`config.mk`:
```
export PLATFORM = sky130hd
export DESIGN_NAME = ex_mem_stage
export DESIGN_NICKNAME = d
export VERILOG_FILES = /design/src/rtl/ex_mem_stage.sv
export SDC_FILE = /design/constraint.sdc
export NUM_CORES = 1
export LEC_CHECK = 0
export ABC_CLOCK_PERIOD_IN_PS = 6900
export CAP_MARGIN = 30
export CORE_ASPECT_RATIO = 2
export CORE_MARGIN = 3
export CORE_UTILIZATION = 46
export CTS_CLUSTER_SIZE = 24
export DETAILED_ROUTE_END_ITERATION = 10
export HOLD_SLACK_MARGIN = 0.06
export PLACE_DENSITY = 0.83
export SYNTH_ARGS = -nofsm -noshare
export SYNTH_HDL_FRONTEND = slang
export SYNTH_SLANG_ARGS = --single-unit
```
`constraint.sdc`:
```
create_clock -name clk -period 6.9 [get_ports clk]
set_clock_uncertainty 0.1 [all_clocks]
set_input_delay 1.38 -clock clk [delete_from_list [all_inputs] [get_ports clk]]
set_output_delay 1.38 -clock clk [all_outputs]
set_load 0.05 [all_outputs]
```
`src/rtl/ex_mem_stage.sv`:
```
// EX/MEM pipeline stage: a small valid/ready FIFO holding ALU results and
// memory/writeback control. Taken branches become a one-cycle registered PC
// redirect, and the beat that follows them down the wrong path is squashed.
// The head entry doubles as a forwarding source for the EX operand bypass.
module ex_mem_stage #(
   parameter int XLEN  = 32,
   parameter int DEPTH = 2
) (
   input  logic            clk,
   input  logic            rst_n,
   input  logic            flush,
   input  logic            in_valid,
   output logic            in_ready,
   input  logic [XLEN-1:0] in_alu_result,
   input  logic            in_bit_branch,
   input  logic            in_is_branch,
   input  logic [XLEN-1:0] in_br_target,
   input  logic [XLEN-1:0] in_store_data,
   input  logic [4:0]      in_rd,
   input  logic            in_regwrite,
   input  logic            in_memread,
   input  logic            in_memwrite,
   output logic            out_valid,
   input  logic            out_ready,
   output logic [XLEN-1:0] out_alu_result,
   output logic [XLEN-1:0] out_store_data,
   output logic [4:0]      out_rd,
   output logic            out_regwrite,
   output logic            out_memread,
   output logic            out_memwrite,
   output logic            redirect_valid,
   output logic [XLEN-1:0] redirect_pc,
   output logic            fwd_valid,
   output logic [4:0]      fwd_rd,
   output logic [XLEN-1:0] fwd_data,
   output logic [31:0]     stall_cnt
);

   localparam int PW = $clog2(DEPTH);
   localparam int CW = $clog2(DEPTH) + 1;
   localparam logic [CW-1:0] FULL_CNT = CW'(DEPTH);

   typedef struct packed {
      logic [XLEN-1:0] alu_result;
      logic [XLEN-1:0] store_data;
      logic [4:0]      rd;
      logic            regwrite;
      logic            memread;
      logic            memwrite;
   } entry_t;

   entry_t          mem_q [DEPTH];
   entry_t          mem_d [DEPTH];
   logic [PW-1:0]   wr_ptr_q, wr_ptr_d;
   logic [PW-1:0]   rd_ptr_q, rd_ptr_d;
   logic [CW-1:0]   count_q, count_d;
   logic            redirect_valid_q, redirect_valid_d;
   logic [XLEN-1:0] redirect_pc_q, redirect_pc_d;
   logic [31:0]     stall_cnt_q, stall_cnt_d;

   logic   accept, push, pop, take_branch;
   entry_t in_entry, head;

   // Handshake decode; in_ready depends on registered state only.
   always_comb begin
      in_ready    = (count_q < FULL_CNT) | redirect_valid_q;
      out_valid   = (count_q != '0);
      accept      = in_valid & in_ready & ~flush & ~redirect_valid_q;
      push        = accept & ~in_is_branch;
      take_branch = accept & in_is_branch & in_bit_branch;
      pop         = out_valid & out_ready;
   end

   // Pack the incoming beat; branch fields are consumed here, never stored.
   always_comb begin
      in_entry            = '0;
      in_entry.alu_result = in_alu_result;
      in_entry.store_data = in_store_data;
      in_entry.rd         = in_rd;
      in_entry.regwrite   = in_regwrite;
      in_entry.memread    = in_memread;
      in_entry.memwrite   = in_memwrite;
   end

   // Head entry, forced to zero while empty so unwritten storage never leaks out.
   always_comb begin
      head           = out_valid ? mem_q[rd_ptr_q] : '0;
      out_alu_result = head.alu_result;
      out_store_data = head.store_data;
      out_rd         = head.rd;
      out_regwrite   = head.regwrite;
      out_memread    = head.memread;
      out_memwrite   = head.memwrite;
      fwd_valid      = out_valid & head.regwrite & ~head.memread & (head.rd != 5'd0);
      fwd_rd         = head.rd;
      fwd_data       = head.alu_result;
      redirect_valid = redirect_valid_q;
      redirect_pc    = redirect_pc_q;
      stall_cnt      = stall_cnt_q;
   end

   // Next-state: FIFO pointers/occupancy, redirect pulse and stall counter.
   always_comb begin
      mem_d    = mem_q;
      wr_ptr_d = wr_ptr_q;
      rd_ptr_d = rd_ptr_q;
      count_d  = count_q;
      if (push) begin
         mem_d[wr_ptr_q] = in_entry;
         wr_ptr_d        = wr_ptr_q + PW'(1);
      end
      if (pop) begin
         rd_ptr_d = rd_ptr_q + PW'(1);
      end
      case ({push, pop})
         2'b10:   count_d = count_q + CW'(1);
         2'b01:   count_d = count_q - CW'(1);
         default: count_d = count_q;
      endcase
      // A flush discards everything; a pop in the same cycle has still reached MEM.
      if (flush) begin
         wr_ptr_d = '0;
         rd_ptr_d = '0;
         count_d  = '0;
      end
      redirect_valid_d = take_branch;
      redirect_pc_d    = take_branch ? in_br_target : redirect_pc_q;
      stall_cnt_d      = stall_cnt_q + 32'(out_valid & ~out_ready);
   end

   // Control state register with asynchronous reset.
   always_ff @(posedge clk or negedge rst_n) begin
      if (!rst_n) begin
         wr_ptr_q         <= '0;
         rd_ptr_q         <= '0;
         count_q          <= '0;
         redirect_valid_q <= 1'b0;
         redirect_pc_q    <= '0;
         stall_cnt_q      <= '0;
      end else begin
         // NOTE: non-blocking assignments so every flop samples pre-edge values.
         wr_ptr_q         <= wr_ptr_d;
         rd_ptr_q         <= rd_ptr_d;
         count_q          <= count_d;
         redirect_valid_q <= redirect_valid_d;
         redirect_pc_q    <= redirect_pc_d;
         stall_cnt_q      <= stall_cnt_d;
      end
   end

   // Entry storage.
   // NOTE: storage is not reset; it is only read when count_q says it was written,
   // and the head mux zeroes the outputs otherwise.
   always_ff @(posedge clk) begin
      mem_q <= mem_d;
   end

endmodule

```
==> summary by stage <==
Status
The flow ran to the end, and the final reports show no timing, DRC or antenna violations.

Cells and area
The multi-input combinational cells in the finished layout cover a total of 2140 um2. The count of filler cells inserted in the layout is between 1k and 1.5k. The fraction of layout instances using a drive strength above 1 is 0.0922. Summing all non-filler instances in the final layout gives an area of 12000 um2. The net count of the finished layout is about 940. The sequential cells in the finished layout cover a total of 6050 um2. Leaving out fill and tap cells, the most frequent cells in the layout are 286 x sky130_fd_sc_hd__clkdlybuf4s50_1, 144 x sky130_fd_sc_hd__edfxtp_1, 81 x sky130_fd_sc_hd__nor2_1. Compared with the post-synthesis result, the final layout area differs by 40.3%. The library cell used most frequently in the layout, excluding fill and tap cells, is sky130_fd_sc_hd__clkdlybuf4s50_1.

Detailed routing
After detailed routing, the number of remaining DRC violations is 0. The routed design has 19.4 mm of wire. Dividing the detail-routed via count by the number of cells gives 5.12.

The detailed-router iteration count before antenna repair is 4. For this block, the via count after detailed routing is 5385. The count of nets left with antenna violations once routing finished came out at 0. The DRC violation total after the first TritonRoute iteration is approximately 160. After detailed routing, the average wire length per cell comes to between 15 and 20 um.

GRT
The maximum number of pins on one net before global-route repair is 73. The number of global-route vias before repair is 5699. The first global-routing pass estimated 29.8 mm of wire. In the global route stage, overall resource usage came out at 0.188. The initial antenna violation count was 3.

The overall overflow remaining after global route is 0.

STA
The count of final hold-check violations is 0. The worst-margin pin slew is approximately 0.87 ns. The final period demand of the worst path is between 4 and 5 ns.

The setup violation total in the final timing report is 0. The headroom to the max-slew limit is 0.420. Static timing analysis puts the maximum clock frequency at approximately 210 MHz. Dividing the final minimum period by the clock period gives 0.699. Setup repair after global routing left no endpoint under its margin.

The max-slew violation count is 0. Setup total negative slack on the finished layout was measured at 0 ns.

Setup path
The type of origin of the critical path is a flop. At the worst endpoint, the required time is about 5.4 ns. In this run the worst path has a maximum fanout of 45. STA puts the critical path data arrival time at about 3.3 ns. STA classifies the critical path endpoint as a primary output. The category of the critical setup timing path is flop to primary output.

Logic synthesis
In the synthesized netlist the async set-or-reset flop fraction comes to 0.324. Counting every net in the synthesized netlist gives approximately 680. The adder-cell share of the synthesized area is 0.00438. In this run, distinct cell masters in the synthesized netlist total 33.

The simple-gate share of the synthesized area is 0.0807. The mean instance size in the synthesized netlist is approximately 15 um2. The number of flops mapped to enable cells by yosys is 144.

The share of synthesized area in the top cell type comes to 0.504. The cell area after synthesis is roughly 8600 um2. The combinational family with the most area after synthesis is multiplexers.

In the synthesized netlist the dominant register cell turns out to be sky130_fd_sc_hd__edfxtp_1. The count of yosys warnings during synthesis is 0. The sequential-to-total area share from yosys stat is 0.706. The area share of xor/xnor cells in the synthesized design is 0.0337. After synthesis, the share of cell area in mux cells is 0.125. Synthesis produced around 570 cells. The post-synthesis compound-gate area fraction is 0.00365. Counting flops and latches in the post-synthesis netlist gives 213.

The dominant cell type by area after synthesis is sky130_fd_sc_hd__edfxtp_1. After synthesis, the cell types taking the most area are sky130_fd_sc_hd__edfxtp_1 50%, sky130_fd_sc_hd__dfrtp_1 20%, sky130_fd_sc_hd__mux2i_1 8.3%.

Power and ir drop
The total power divided by cell area is roughly 280 nW/um2. The peak ir drop on the vdd network is ~260 uV. The reported leakage power is approximately 0.0043 uW.

Placed design
Once detailed placement completed, the half-perimeter wirelength came to about 14 mm. The weighted congestion reported at the end of routability-driven placement is between 0.8 and 0.9. The number of I/O port buffers is between 200 and 300.

The post-placement cell area is 11400 um2.

Clocking
TritonCTS built the clock tree. Counting the buffers created by CTS gives 18. In this run the deepest clock path goes through 3 buffers. Clock-pin slew was measured on the worst setup and hold paths at 0.07 ns. The total clock sinks is about 210. The cell at the root of the clock tree is sky130_fd_sc_hd__clkbuf_16.

Hold repair after CTS inserted 0 buffers. The number of setup buffers added after CTS is 0. Gates resized during post-CTS repair numbered 0.

The later-pin clock latency in the skew report is roughly 0.47 ns. The number of levels the H-tree was split into is 1.

Floorplanning
The die covers about 20000 um2. The placeable core area is between 15000 and 20000 um2. For this configuration, the core starts out at a cell density of 0.468. In this run the vertical extent of the chip is 199 um. In this run the count of I/O pins placed on the die edge is around 290. The floorplan has 70 rows. The die is around 100 um wide.

Min path
The class of the tightest hold or removal check is flop to flop.

Run
Across the run, the number of max-cap violations was 0.
synthesized netlist by cell type, types with 2 or more instances:
cell                       number
sky130_fd_sc_hd__inv_1          6
sky130_fd_sc_hd__nand4_1        9
sky130_fd_sc_hd__nand3_1       14
sky130_fd_sc_hd__clkbuf_1       8
sky130_fd_sc_hd__nand2b_1       2
sky130_fd_sc_hd__nor2_1        82
sky130_fd_sc_hd__nor4_1         4
sky130_fd_sc_hd__edfxtp_1     144
sky130_fd_sc_hd__and4_1         3
sky130_fd_sc_hd__nor3_2         2
sky130_fd_sc_hd__nand2_1       12
sky130_fd_sc_hd__and3_1         7
sky130_fd_sc_hd__mux2_2        32
sky130_fd_sc_hd__xnor2_1       25
sky130_fd_sc_hd__buf_2         11
sky130_fd_sc_hd__o21ai_0        2
sky130_fd_sc_hd__mux2i_1       71
sky130_fd_sc_hd__nor2b_1        2
sky130_fd_sc_hd__a21oi_1        3
sky130_fd_sc_hd__nor3_1         2
sky130_fd_sc_hd__buf_1          2
sky130_fd_sc_hd__dfrtp_1       69
sky130_fd_sc_hd__xor2_1         8
sky130_fd_sc_hd__buf_4         37
sky130_fd_sc_hd__ha_1           3
per-layer routing:
layer	GRT usage	part of all wire	vias to the layer above
li1	-	-	2501
met1	0.195	0.33	2604
met2	0.343	0.55	233
met3	0.0653	0.092	43
met4	0.0623	0.031	4
met5	0	0.0014	-
worst paths after layout:
check                      depth (start not counted)     startpoint            end  slack (ns)
setup / recovery                                   6       rd_ptr_q      fwd_valid        2.08
hold / removal                                     1  stall_cnt[26]  stall_cnt[26]        0.40
setup reg to reg                                   4     count_q[1]     mem_q[129]        3.82
hold reg to reg                                    1  stall_cnt[26]  stall_cnt[26]        0.40
max in group asynchronous                          2          rst_n       rd_ptr_q        5.05
min in group asynchronous                          2          rst_n  stall_cnt[17]        1.00
critical path, cell delays in order, from the launching register on:
cell and delay (ns):
sky130_fd_sc_hd__dfrtp_4 0.76, sky130_fd_sc_hd__buf_4 0.69, sky130_fd_sc_hd__mux2i_1 0.17, sky130_fd_sc_hd__nor2_1 0.20
sky130_fd_sc_hd__nor3_1 0.09, sky130_fd_sc_hd__a21oi_1 0.14, sky130_fd_sc_hd__clkdlybuf4s50_1 0.81
flip-flops by register name, summed over array words and instances (netlist names):
| register | cells |
|---|---|
| stall_cnt | 32 |
| rd_ptr_q | 1 |
| wr_ptr_q | 1 |
| redirect_pc | 32 |
| mem_q | 144 |
| count_q | 2 |
| redirect_valid | 1 |
logic make-up after synthesis:
logic type                 Yosys count
DFF                                213
AOI/OAI and AO/OA                    6
buffers and inverters               65
muxes                              103
adders and majority gates            3
and+or+nand+nor                    145
xor gates and xnor gates            33
stage by stage:
step	util	power, uW	std cells	hold slack (ns)	setup WS [ns]
final	0.657	3360	1052	0.396	2.08
after global routing	0.657	3500	1052	0.422	1.80
after CTS	0.655	3400	1050	0.397	1.99
after global placement	0.623	2360	1018	0.366	2.48
after floorplan	-	2060	568	0.424	1.11
after detailed placement	0.623	2370	1018	0.387	2.42
cell type report:
cell class / count / share of cell area
sequential: 213 / 0.503
timing repair buffer: 294 / 0.244
multi-input combinational: 290 / 0.178
clock buffer: 24 / 0.0419
tap: 216 / 0.0225
clock inverter: 8 / 0.00791
inverter: 6 / 0.00187
antenna: 1 / 0.000208
report_power, final:
group | leakage, uW | switching [uW] | total (uW) | internal (uW)
registers | 0.00219 | 53.5 | 1500 | 1440
logic | 0.00180 | 541 | 844 | 304
clock network | 0.000286 | 426 | 1020 | 592
total | 0.00428 | 1020 | 3360 | 2340
Note: power is estimated with default switching activity, not from simulation.
